==> src/rtl/grn_pkg.sv <==
// Shared types for the GRN attractor-search controller.
// State encoding, width defaults and the default result bundle.
package grn_pkg;

    localparam int DEF_N_NODES = 8;
    localparam int DEF_CNT_W   = 16;

    typedef enum logic [2:0] {
        IDLE,
        LOAD,
        RUN,
        PERIOD,
        REPORT
    } state_t;

    typedef struct packed {
        logic [DEF_N_NODES-1:0] seed;
        logic [DEF_CNT_W-1:0]   steps;
        logic [DEF_CNT_W-1:0]   period;
        logic [DEF_N_NODES-1:0] state;
        logic                   timeout;
    } res_t;

endpackage

==> src/rtl/grn_attractor_ctrl_if.sv <==
// Result port of the attractor controller: valid/ready plus payload.
// The controller is the master; the result consumer is the slave.
interface grn_attractor_ctrl_if
    import grn_pkg::*;
#(
    parameter int N_NODES = DEF_N_NODES,
    parameter int CNT_W   = DEF_CNT_W
);

    logic               out_valid;
    logic               out_ready;
    logic [N_NODES-1:0] out_seed;
    logic [CNT_W-1:0]   out_steps;
    logic [CNT_W-1:0]   out_period;
    logic [N_NODES-1:0] out_state;
    logic               out_timeout;

    modport master (
        output out_valid, out_seed, out_steps,
        output out_period, out_state, out_timeout,
        input  out_ready
    );

    modport slave (
        input  out_valid, out_seed, out_steps,
        input  out_period, out_state, out_timeout,
        output out_ready
    );

endinterface

==> src/rtl/grn_result_reg.sv <==
// One-entry valid/ready holding register for a result bundle.
// Data stays frozen while valid and not yet accepted.
module grn_result_reg
    import grn_pkg::*;
#(
    parameter type T = res_t
) (
    input  logic clk,
    input  logic rst,
    input  logic i_valid,
    input  T     i_data,
    output logic o_valid,
    input  logic i_ready,
    output T     o_data
);

    logic r_valid;
    T     r_data;

    always_ff @(posedge clk or negedge rst) begin
        if (!rst) begin
            r_valid <= 1'b0;
            r_data  <= '0;
        end else if (!r_valid || i_ready) begin
            r_valid <= i_valid;
            if (i_valid) r_data <= i_data;
        end
    end

    assign o_valid = r_valid;
    assign o_data  = r_data;

endmodule

==> src/rtl/grn_attractor_ctrl.sv <==
// Floyd cycle-detection sweep over every initial state of a boolean
// gene-regulatory network; reports meet step count and period per seed.
module grn_attractor_ctrl
    import grn_pkg::*;
#(
    parameter int N_NODES   = DEF_N_NODES,
    parameter int CNT_W     = DEF_CNT_W,
    parameter int MAX_STEPS = 4096
) (
    input  logic               clk,
    input  logic               rst,
    input  logic               start,
    input  logic [N_NODES-1:0] s0,
    input  logic [N_NODES-1:0] s1,
    output logic               reset_nos,
    output logic               start_s0,
    output logic               start_s1,
    output logic [N_NODES-1:0] init_state,
    output logic               busy,
    output logic               done,
    grn_attractor_ctrl_if.master res
);

    typedef struct packed {
        logic [N_NODES-1:0] seed;
        logic [CNT_W-1:0]   steps;
        logic [CNT_W-1:0]   period;
        logic [N_NODES-1:0] state;
        logic               timeout;
    } res_n_t;

    localparam logic [CNT_W-1:0] MAX_C = CNT_W'(MAX_STEPS);
    localparam logic [N_NODES:0] LAST  = {1'b0, {N_NODES{1'b1}}};

    state_t             r_state, w_next;
    logic [N_NODES:0]   r_seed, w_seed_nxt;
    logic [CNT_W-1:0]   r_steps, w_steps_nxt;
    logic [CNT_W-1:0]   r_period, w_period_nxt;
    logic [N_NODES-1:0] r_meet, w_meet_nxt;
    logic               r_loaded, w_loaded_nxt;
    logic               r_done, w_done_nxt;
    logic               w_meet, w_push, w_tmo, w_fire, w_rv;
    logic [CNT_W-1:0]   w_steps_inc, w_period_inc;
    res_n_t             w_res_in, w_res_out;

    assign w_steps_inc  = (&r_steps)  ? r_steps  : r_steps + CNT_W'(1);
    assign w_period_inc = (&r_period) ? r_period : r_period + CNT_W'(1);

    // Tortoise has m steps only after an even number 2m of hare pulses
    assign w_meet = r_loaded && !r_steps[0] && (r_steps != '0) && (s0 == s1);
    assign w_fire = w_rv && res.out_ready;

    always_ff @(posedge clk or negedge rst) begin
        if (!rst) begin
            r_state  <= IDLE;
            r_seed   <= '0;
            r_steps  <= '0;
            r_period <= '0;
            r_meet   <= '0;
            r_loaded <= 1'b0;
            r_done   <= 1'b0;
        end else begin
            r_state  <= w_next;
            r_seed   <= w_seed_nxt;
            r_steps  <= w_steps_nxt;
            r_period <= w_period_nxt;
            r_meet   <= w_meet_nxt;
            r_loaded <= w_loaded_nxt;
            r_done   <= w_done_nxt;
        end
    end

    always_comb begin
        w_next       = r_state;
        w_seed_nxt   = r_seed;
        w_steps_nxt  = r_steps;
        w_period_nxt = r_period;
        w_meet_nxt   = r_meet;
        w_loaded_nxt = r_loaded;
        w_done_nxt   = 1'b0;
        w_push       = 1'b0;
        w_tmo        = 1'b0;
        reset_nos    = 1'b0;
        start_s0     = 1'b0;
        start_s1     = 1'b0;
        unique case (r_state)
            IDLE: begin
                if (start) begin
                    w_seed_nxt = '0;
                    w_next     = LOAD;
                end
            end
            LOAD: begin
                reset_nos    = 1'b1;
                w_steps_nxt  = '0;
                w_period_nxt = '0;
                w_loaded_nxt = 1'b0;
                w_next       = RUN;
            end
            RUN: begin
                w_loaded_nxt = 1'b1;
                if (w_meet) begin
                    w_meet_nxt = s0;
                    w_next     = PERIOD;
                end else if (r_steps < MAX_C) begin
                    start_s0    = 1'b1;
                    start_s1    = 1'b1;
                    w_steps_nxt = w_steps_inc;
                end else begin
                    w_tmo  = 1'b1;
                    w_push = 1'b1;
                    w_next = REPORT;
                end
            end
            PERIOD: begin
                if ((r_period == '0) || (s1 != s0)) begin
                    if (r_period < MAX_C) begin
                        start_s1     = 1'b1;
                        w_period_nxt = w_period_inc;
                    end else begin
                        w_tmo  = 1'b1;
                        w_push = 1'b1;
                        w_next = REPORT;
                    end
                end else begin
                    w_push = 1'b1;
                    w_next = REPORT;
                end
            end
            REPORT: begin
                if (w_fire) begin
                    if (r_seed == LAST) begin
                        w_done_nxt = 1'b1;
                        w_next     = IDLE;
                    end else begin
                        w_seed_nxt = r_seed + 1'b1;
                        w_next     = LOAD;
                    end
                end
            end
            default: w_next = IDLE;
        endcase
    end

    // A run-phase timeout has no latched meet state, so report live s0
    always_comb begin
        w_res_in         = '0;
        w_res_in.seed    = r_seed[N_NODES-1:0];
        w_res_in.steps   = r_steps;
        w_res_in.period  = w_tmo ? '0 : r_period;
        w_res_in.state   = (r_state == RUN) ? s0 : r_meet;
        w_res_in.timeout = w_tmo;
    end

    grn_result_reg #(.T(res_n_t)) u_res (
        .clk     (clk),
        .rst     (rst),
        .i_valid (w_push),
        .i_data  (w_res_in),
        .o_valid (w_rv),
        .i_ready (res.out_ready),
        .o_data  (w_res_out)
    );

    assign res.out_valid   = w_rv;
    assign res.out_seed    = w_res_out.seed;
    assign res.out_steps   = w_res_out.steps;
    assign res.out_period  = w_res_out.period;
    assign res.out_state   = w_res_out.state;
    assign res.out_timeout = w_res_out.timeout;

    assign init_state = r_seed[N_NODES-1:0];
    assign busy       = (r_state != IDLE);
    assign done       = r_done;

endmodule

==> src/flat_wrapper.sv <==
// flat-port wrapper written by rule: the top's interface ports become plain ports
module grn_attractor_ctrl_flat import grn_pkg::*;
#(
    parameter int N_NODES   = DEF_N_NODES,
    parameter int CNT_W     = DEF_CNT_W,
    parameter int MAX_STEPS = 4096
)
  (clk, rst, start, s0, s1, reset_nos, start_s0, start_s1, init_state, busy, done, res_out_valid, res_out_seed, res_out_steps, res_out_period, res_out_state, res_out_timeout, res_out_ready);
  grn_attractor_ctrl_if #(.N_NODES(N_NODES), .CNT_W(CNT_W)) res_i ();
  input  logic clk;
  input  logic rst;
  input  logic start;
  input  logic [N_NODES-1:0] s0;
  input  logic [N_NODES-1:0] s1;
  output logic reset_nos;
  output logic start_s0;
  output logic start_s1;
  output logic [N_NODES-1:0] init_state;
  output logic busy;
  output logic done;
  output wire logic [$bits(res_i.out_valid)-1:0] res_out_valid;
  output wire logic [$bits(res_i.out_seed)-1:0] res_out_seed;
  output wire logic [$bits(res_i.out_steps)-1:0] res_out_steps;
  output wire logic [$bits(res_i.out_period)-1:0] res_out_period;
  output wire logic [$bits(res_i.out_state)-1:0] res_out_state;
  output wire logic [$bits(res_i.out_timeout)-1:0] res_out_timeout;
  input wire logic [$bits(res_i.out_ready)-1:0] res_out_ready;
  assign res_out_valid = res_i.out_valid;
  assign res_out_seed = res_i.out_seed;
  assign res_out_steps = res_i.out_steps;
  assign res_out_period = res_i.out_period;
  assign res_out_state = res_i.out_state;
  assign res_out_timeout = res_i.out_timeout;
  assign res_i.out_ready = res_out_ready;
  grn_attractor_ctrl #(.N_NODES(N_NODES), .CNT_W(CNT_W), .MAX_STEPS(MAX_STEPS)) u_core (.clk(clk), .rst(rst), .start(start), .s0(s0), .s1(s1), .reset_nos(reset_nos), .start_s0(start_s0), .start_s1(start_s1), .init_state(init_state), .busy(busy), .done(done), .res(res_i));
endmodule
==> config.mk <==
export PLATFORM = sky130hd
export DESIGN_NAME = grn_attractor_ctrl_flat
export DESIGN_NICKNAME = d
export VERILOG_FILES = /design/src/rtl/grn_pkg.sv /design/src/rtl/grn_attractor_ctrl_if.sv /design/src/rtl/grn_result_reg.sv /design/src/rtl/grn_attractor_ctrl.sv /design/src/flat_wrapper.sv
export SDC_FILE = /design/constraint.sdc
export NUM_CORES = 1
export LEC_CHECK = 0
export CORE_UTILIZATION = 50
export CTS_CLUSTER_SIZE = 20
export DETAILED_ROUTE_END_ITERATION = 8
export PLACE_DENSITY = 0.82
export SYNTH_ARGS = -nofsm -noshare
export SYNTH_HDL_FRONTEND = slang
export SYNTH_SLANG_ARGS = --single-unit
==> constraint.sdc <==
create_clock -name clk -period 3.2 [get_ports clk]
set_clock_uncertainty 0.2 [all_clocks]
set_input_delay 0.96 -clock clk [delete_from_list [all_inputs] [get_ports clk]]
set_output_delay 0.96 -clock clk [all_outputs]
set_load 0.02 [all_outputs]
; ---- Word level (Yosys, flattened, before mapping)
; Cells that the tools add are included.
[totals]
reg_bits = 104
in_bits = 20
output_inout_bits = 63
wordCells = 99
[op_classes]
n_addsub = 3
order_cmp = 2
eq_ne = 18
muxes = 40
n_reduce_logical = 23
[ops]
columns = op, count
row1 = 2-to-1 mux 16 bit, 7
row2 = case mux 16 bit (2 select lines), 2
row3 = "adder 16 x 1 -> 16 bit, second input constant", 2
row4 = "< comparator 16 x 13 -> 1 bit, second input constant", 2
row5 = AND reduction 16 bit, 2
row6 = 2-to-1 mux 9 bit, 3
row7 = 2-to-1 mux 3 bit, 6
row8 = case mux 9 bit (2 select lines), 1
row9 = zero test 16 bit, 1
row10 = AND reduction 4 bit, 4
row11 = nonzero test 16 bit, 1
row12 = 2-to-1 mux 1 bit, 15
row13 = case mux 3 bit (5 select lines), 1
row14 = "!= test 2 bit, second input constant", 5
row15 = "adder 9 x 1 -> 9 bit, second input constant", 1
row16 = "== test 9 x 8 -> 1 bit, second input constant", 1
row17 = == test 8 bit, 1
row18 = 2-to-1 mux 8 bit, 1
row19 = "!= test 2 x 1 -> 1 bit, second input constant", 4
row20 = != test 8 bit, 1
row21 = case mux 1 bit (2 select lines), 4
row22 = "== test 3 x 2 -> 1 bit, second input constant", 2
row23 = nonzero test 2 bit, 3
row24 = logical AND 1 bit, 4
row25 = 9 further kinds, 12

; ---- Logic depth before layout (Yosys ltp)
; Gate-level depths: netlist of the first run.
[logic_depth]
ltp_word = 7
ltp_mapped = 10
depth_no_buf = 10

; ---- By module
; A second synthesis of the first run with hierarchy kept.
[hier_totals]
cells_unflattened = 459
area_unflattened_um2 = 5139.9
[modules_own_cells]
columns = mod, n_inst, cells_each, area_per_inst_um2, seq_area_each_um2
row1 = grn_attractor_ctrl, 1, 352, 3235.6, 1351.3
row2 = grn_result_reg, 1, 107, 1904.3, 1251.2

; ---- Least setup slack after synthesis of the first run
; No wires, ideal clock.
[synth_path]
path_kind = input to output
start = input s1[5]
end = output start_s1
arrival_ps = 2140
required_ps = 2040
path_slack_ps = -100
stages = 6
path_buffers = 0
path_cell_list = xnor2_1 -> nand4_2 -> nor3b_2 -> a21o_4 -> inv_4 -> or2_4
[synth_via]
elab_chain_len = 4
word_cells_on_any_way = 7
cone_classes = 2 x eq/ne / 3 x mux / 2 x reduce/logical
[synth_lines]
columns = item, line
row1 = from (decl), flat_wrapper.sv:14  ; input logic [N_NODES-1:0] s1;
row2 = != test 8 bit or == test 8 bit (tied branches), "grn_attractor_ctrl.sv:116, grn_attractor_ctrl.sv:50"
row3 = logical OR 1 bit or logical AND 1 bit (tied branches), "grn_attractor_ctrl.sv:116, grn_attractor_ctrl.sv:50"
row4 = 2-to-1 mux 1 bit (on tied branches), "grn_attractor_ctrl.sv:116, grn_attractor_ctrl.sv:102"
row5 = case mux 1 bit (2 select lines) (*), grn_attractor_ctrl.sv:86  ; unique case (r_state)
row6 = to (decl), flat_wrapper.sv:17  ; output logic start_s1;
; Every way passes the cells marked *; elsewhere a longest branch is shown, timed or not.

; ---- Worst setup path in the final report of the first run
; Same ends and word-level chain as after synthesis.

==> run summary, run 1 <==
most frequent cells after synthesis - 104 x dfrtp_1, 30 x nor2_1, 28 x mux2_4, 23 x nand2_1, 18 x nand3_1
Sink Count - 104
Post-Place Cells - 662
overall power - 3.47 mW
Synth Register Bits - 104
die height - 102 um
final hold vios - 0
failing checks - negative setup slack
min-delay worst type - flop to flop
CP required - 2.04 ns
die area - 10400 um^2
Crit. End Element - output port
Slew headroom - 63.1%
Port Buffer Count - 82
Core Box Area - 9730 um^2
ANT nets after route - 0
final period utilization - 105%
synthesized instance count - 411
ant diodes - 0
Pleak - 3.26 nW
die width - 102 um
Initial DRC Count - 167
initial antenna violation count - 0
fin cells - 682
worst skew pair latency - 0.36 ns
syn nets - 437
routed vias/inst - 5.53
pre-CTS setup slack - -1.04 ns
Synth cell types - 62
Layout Utilization - 69.3%
first-pass GRT wire length - 18500 um
Total GRT Usage - 23.2%
Peak VDD IR - 0.000259 V
PD cells - 515 nW/um^2
CP max FO - 3
largest family of logic cells by synthesized area - simple AND/OR/NAND/NOR gates
syn_area_per_cell - 12.2 um^2
CTS H-Tree Depth - 3
Clock Path Buffers - 2
final worst slack - -0.173 ns
Crit Path Class - primary input to output port
Starting Density - 51.4%
status - finished with violations
worst-margin pin slew - 0.553 ns
Period minus WS final - 3.37 ns
count leader, synth - dfrtp_1
largest area contributor in the netlist - dfrtp_1
vias in the first global route - 3789
post-synthesis mux area share - 13.6%
share of cells above drive strength 1 - 29.1%
CP Launch Type - primary input
1st-pass router iterations - 4
WL/cell - 16.5 um
synthesized cell area - 5000 um^2
DRC Markers - 0
achievable clock frequency - 296 MHz
Worst Path Arrival - 2.21 ns
CTS tree - done
DPL Wire Length - 7890 um
row count - 36
Hold-fix buffers, CTS - 0
RSZ-0062 raised after global routing - yes
Synth area leaders - dfrtp_1 52%, mux2_4 8.4%, a22o_1 2.8%
Num CTS Buffers - 9
Yosys top cell area share - 52.1%
Synth Flop Type - dfrtp_1
Top Ports - 83
Ys Warns - 0
area added between synthesis and finish - 34.9%
RePlAce Congestion - 0.850
# nets final - 570
EDFF count, synth - 0
Reg clk slew, reported paths - 0.10 ns
Synth Area in Adders - 1.50%
routed vias - 3771
Slew Viols, Final - 0
fraction of registers with async set or reset after synthesis - 100%
largest net degree at the start of global routing - 105
root buffer selected by CTS - clkbuf_8
sequential area share after synthesis - 52.1%
DRT Wirelength - 11200 um
simple-gate area share of the yosys netlist - 15.2%
final setup fails - 2
compound-cell area share of the yosys netlist - 8.83%
GRT overflow - 0
setup TNS - -0.244 ns
Post-Synth XOR/XNOR Area - 5.13%
Max Cap Viol - 0
==> cells in the final DEF, fill, tap and decap left out, types with 4 or more instances in the layout <==
| cell type | count |
|---|---|
| dfrtp_1 | 104 |
| buf_4 | 63 |
| clkdlybuf4s50_1 | 62 |
| nor2_1 | 30 |
| mux2_4 | 28 |
| nand2_1 | 23 |
| nand3_1 | 18 |
| a22o_1 | 16 |
| xor2_1 | 14 |
| o21ai_0 | 13 |
| and3_1 | 12 |
| mux2_1 | 12 |
| nand4_1 | 9 |
| mux2_2 | 9 |
| a21oi_1 | 9 |
| clkbuf_8 | 9 |
| buf_6 | 9 |
| xnor2_4 | 8 |
| and2_1 | 7 |
| inv_1 | 6 |
| nand2b_1 | 6 |
| ha_1 | 6 |
| nor4_1 | 4 |
| nor3_1 | 4 |
| o31ai_1 | 4 |
| buf_2 | 4 |
| buf_12 | 4 |
==> registers in the layout (all words and copies together) (netlist names) <==
register,flops
u_core.r_loaded,1
u_core.done,1
u_core.r_meet,8
u_core.u_res.o_valid,1
u_core.r_state,3
u_core.r_seed,9
u_core.u_res.o_data,49
u_core.r_steps,16
u_core.r_period,16
==> final cells by class <==
type / count / area (um^2)
Clock buffer: 10 / 128
Clock inverter: 6 / 115
Fill cell: 695 / 2980
Inverter: 7 / 31.3
Multi-Input combinational cell: 277 / 2370
Sequential cell: 104 / 2600
Tap cell: 133 / 166
Timing Repair Buffer: 145 / 1330
==> worst paths after layout <==
check / startpoint / to / slack [ns] / depth (start not counted)
min in group asynchronous: rst / u_core.u_res.o_data[41] / 0.42 / 2
max: s1[5] / start_s1 / -0.17 / 8
max in group asynchronous: rst / u_core.r_period[0] / 1.94 / 2
max reg2reg: u_core.r_seed[0] / u_core.r_seed[6] / 0.53 / 9
min: u_core.r_loaded / u_core.r_loaded / 0.29 / 1
min reg2reg: u_core.r_loaded / u_core.r_loaded / 0.29 / 1
==> per-stage QoR <==
step | cell area [um^2] | hold WS [ns]
6_report | 6750 | 0.291
5_1_grt | 6750 | 0.322
4_1_cts | 6710 | 0.283
3_5_place_dp | 6460 | 0.259
3_3_place_gp | 6460 | 0.251
2_1_floorplan | 5130 | 0.242
==> power by group <==
group / switching [mW] / leakage (nW) / internal, mW
clock network: 0.446 / 0.117 / 0.526
registers: 0.0772 / 1.44 / 1.39
logic: 0.562 / 1.71 / 0.470
total: 1.09 / 3.26 / 2.39
==> worst max-delay path, stage by stage <==
cell and delay, ns:
buf_4 0.13, xnor2_4 0.17, nand4_4 0.14, nor3b_4 0.25
a21o_4 0.17, inv_6 0.03, or2_4 0.23, buf_6 0.13
==> kinds of logic (layout without fill, tap and decap cells) <==
| group | Yosys count | after routing |
|---|---|---|
| xor gates and xnor gates | 25 | 25 |
| muxes | 51 | 51 |
| buffers and inverters | 30 | 168 |
| AOI/OAI and AO/OA | 59 | 59 |
| adders and majority gates | 6 | 6 |
| DFF | 104 | 104 |
| and+or+nand+nor | 136 | 136 |
==> per-layer routing <==
layer | global-route usage, % | vias to the layer above | routed length (um)
met5 | 0 | - | 0
met4 | 7.47 | 0 | 218
met3 | 5.75 | 20 | 581
met2 | 39.1 | 138 | 5610
met1 | 29.5 | 1889 | 4810
li1 | - | 1724 | -
==> timing repair <==
action	in CTS	in global routing
setup endpoints to repair	3	2
hold endpoints to repair	0	0
resized for setup	96	9
setup buffers	3	2
pin swaps	14	7
No activity file was read; power rests on OpenSTA's default activity.
==> inputs of run 2 (changes only) <==
--- a/config.mk
+++ b/config.mk
@@ -6,6 +6,7 @@
 export NUM_CORES = 1
 export LEC_CHECK = 0
 export CORE_UTILIZATION = 50
+export CTS_BUF_LIST = sky130_fd_sc_hd__clkbuf_2 sky130_fd_sc_hd__clkbuf_4 sky130_fd_sc_hd__clkbuf_8
 export CTS_CLUSTER_SIZE = 20
 export DETAILED_ROUTE_END_ITERATION = 8
 export PLACE_DENSITY = 0.82
==> run 2 against run 1 <==
Against the previous run:
- the run still ends with negative setup slack left
- combinational power barely moved
- via count hardly changed
- global-route usage did not move
- power rose by 0.24%
- die area unchanged
- core utilization hardly changed
- sequential cell count did not move
- first-iteration DRC count unchanged
- sequential power about the same
- hold slack hardly changed
- largest cell class unchanged
- highest routed layer unchanged
==> run summary, run 2 (same netlist as run 1, synthesis figures left out) <==
reg2reg start - u_core.r_seed[0]
CP required - 2.04 ns (about the same)
Pleak - 3.26 nW (+0.10%)
die height - 102 um (unchanged)
Crit path largest cell delay - 0.25 ns (about the same)
CP Launch Point - s1[5]
Clock Path Buffers - 2 (unchanged)
RR Endpoint - u_core.r_seed[6]
die width - 102 um (unchanged)
hold wc startpoint - u_core.r_loaded
DPL Wire Length - 7890 um (unchanged)
Post-Place Cells - 662 (unchanged)
final period utilization - 105% (unchanged)
worst-margin pin slew - 0.553 ns (-0.00000668 ns)
combinational power share - 29.6% (about the same)
final worst slack - -0.173 ns (unchanged)
Worst Path Arrival - 2.21 ns (about the same)
DRC Markers - 0 (unchanged)
status - finished with violations
vias in the first global route - 3789 (unchanged)
CP max FO - 3 (unchanged)
min-delay worst type - flop to flop
Switching Fraction - 31.2% (-0.075 points)
most common cell after layout, fill and taps aside - dfrtp_1
final setup fails - 2 (unchanged)
Reg clk slew, reported paths - 0.10 ns (about the same)
Peak VDD IR - 0.000260 V (+0.50%)
area added between synthesis and finish - 35.0% (about the same)
fin cells - 682 (unchanged)
CTS H-Tree Depth - 3 (unchanged)
Total GRT Usage - 23.2% (unchanged)
row count - 36 (unchanged)
share of cells above drive strength 1 - 29.3% (+0.18 points)
ANT nets after route - 0 (unchanged)
worst skew pair latency - 0.36 ns (about the same)
crit path cell chain - buf_4 -> xnor2_4 -> nand4_4 -> nor3b_4 -> a21o_4 -> inv_6 -> or2_4 -> buf_6
max FFs per register - 49 (unchanged)
Hold-fix buffers, CTS - 0 (unchanged)
fillers - 693 (-0.29%)
achievable clock frequency - 296 MHz (unchanged)
final hold vios - 0 (unchanged)
Slew headroom - 63.1% (about the same)
Starting Density - 51.4% (unchanged)
WL/cell - 16.5 um (unchanged)
clock network fraction of total power - 28.1% (about the same)
PD cells - 516 nW/um^2 (+0.19%)
Top Ports - 83 (unchanged)
initial antenna violation count - 0 (unchanged)
Worst Path Buf+Inv - 3 (unchanged)
root buffer selected by CTS - clkbuf_8
CP Launch Type - primary input
Initial DRC Count - 167 (unchanged)
Flop pwr share - 42.2% (about the same)
CTS tree - done
Crit Path Class - primary input to output port
RSZ-0062 raised after global routing - yes
commonest cells after routing, fill and taps aside - 104 x dfrtp_1, 63 x buf_4, 62 x clkdlybuf4s50_1
GRT overflow - 0 (unchanged)
net switching power - 1.09 mW (about the same)
Period minus WS final - 3.37 ns (unchanged)
Crit. End Element - output port
placement-stage cell area - 6460 um^2 (unchanged)
Slew Viols, Final - 0 (unchanged)
RePlAce Congestion - 0.850 (unchanged)
Core Box Area - 9730 um^2 (unchanged)
first-pass GRT wire length - 18500 um (unchanged)
routed vias - 3773 (+0.053%)
Port Buffer Count - 82 (unchanged)
Hold Path Depth - 1 (unchanged)
hold path endpoint - u_core.r_loaded
overall power - 3.48 mW (+0.24%)
largest net degree at the start of global routing - 105 (unchanged)
routed vias/inst - 5.53 (about the same)
failing checks - negative setup slack
Num CTS Buffers - 9 (unchanged)
Sink Count - 104 (unchanged)
cell family with the largest share of critical-path delay - simple AND/OR/NAND/NOR gates
ant diodes - 0 (unchanged)
die area - 10400 um^2 (unchanged)
Worst R2R Path Depth - 9 (unchanged)
Max Cap Viol - 0 (unchanged)
DRT Wirelength - 11200 um (unchanged)
# nets final - 570 (unchanged)
post-route cell area - 6750 um^2 (about the same)
1st-pass router iterations - 4 (unchanged)
slowest stage cell on the critical path - nor3b_4
setup slack, reg-to-reg - 0.53 ns (about the same)
Int Power - 2.40 mW (+0.36%)
-- run 2: cell counts in the layout (fill, tap and decap cells not counted) --
Identical to the previous run, type by type.
-- run 2: layout make-up --
type,instances,area [um^2],share of cell area (%)
flip-flops and latches,104,2600,38.6
multi-input cells,277,2370,35.1
well taps,133,166,2.47
repair buffers,145,1330,19.8
clock buffers,10,131,1.95
clock inverters,6,115,1.71
inverters,7,31.3,0.463
-- run 2: through the flow --
stage                     TNS (ns)  util, %  hold WS, ns  worst slack [ns]
after CTS                   -0.342     69.0        0.283            -0.186
after global placement      -10.56     66.4        0.251             -1.00
final                       -0.244     69.4        0.291            -0.173
after global routing        -0.357     69.4        0.322            -0.232
after floorplan            -0.0127        -        0.242           -0.0127
after detailed placement    -13.52     66.4        0.259             -1.04
-- run 2: repair_timing --
item,in CTS,in global routing
setup endpoints to repair,3,2
gates resized for setup,96,9
cloned,0,0
pin swaps,14,7
buffers inserted,3,2
-- run 2: worst register-to-register path, stage by stage (launching register included) --
cell      delay (ns)
dfrtp_1         0.45
ha_1            0.27
and3_1          0.21
and3_1          0.19
ha_1            0.21
nand4b_1        0.18
a211o_1         0.29
buf_4           0.18
or2_1           0.23
o21ai_0         0.18
-- run 2: worst max-delay path by stage --
stage | cells after the start | slack, ns | end
floorplan | 6 | -0.01 | start_s1
global placement | 6 | -1.00 | start_s1
detailed placement | 8 | -1.04 | start_s1
CTS | 8 | -0.19 | start_s1
global route | 8 | -0.23 | start_s1
finish | 8 | -0.17 | start_s1
-- run 2: per-layer routing --
layer / share of wire (%) / global-route usage (%) / routed length, um / vias up
met5: 0 / 0 / 0 / -
met4: 1.9 / 7.47 / 218 / 0
met3: 5.2 / 5.75 / 581 / 20
met2: 50 / 39.1 / 5610 / 138
met1: 43 / 29.5 / 4810 / 1891
li1: - / - / - / 1724
-- run 2: power groups by stage --
stage               sequential (mW)  combinational, mW  clock, mW
finish                         1.47               1.03      0.980
floorplan                      1.50              0.577          0
global placement               1.49              0.961          0
detailed placement             1.49              0.995          0
CTS                            1.47               1.03       1.01
global route                   1.48               1.13       1.06
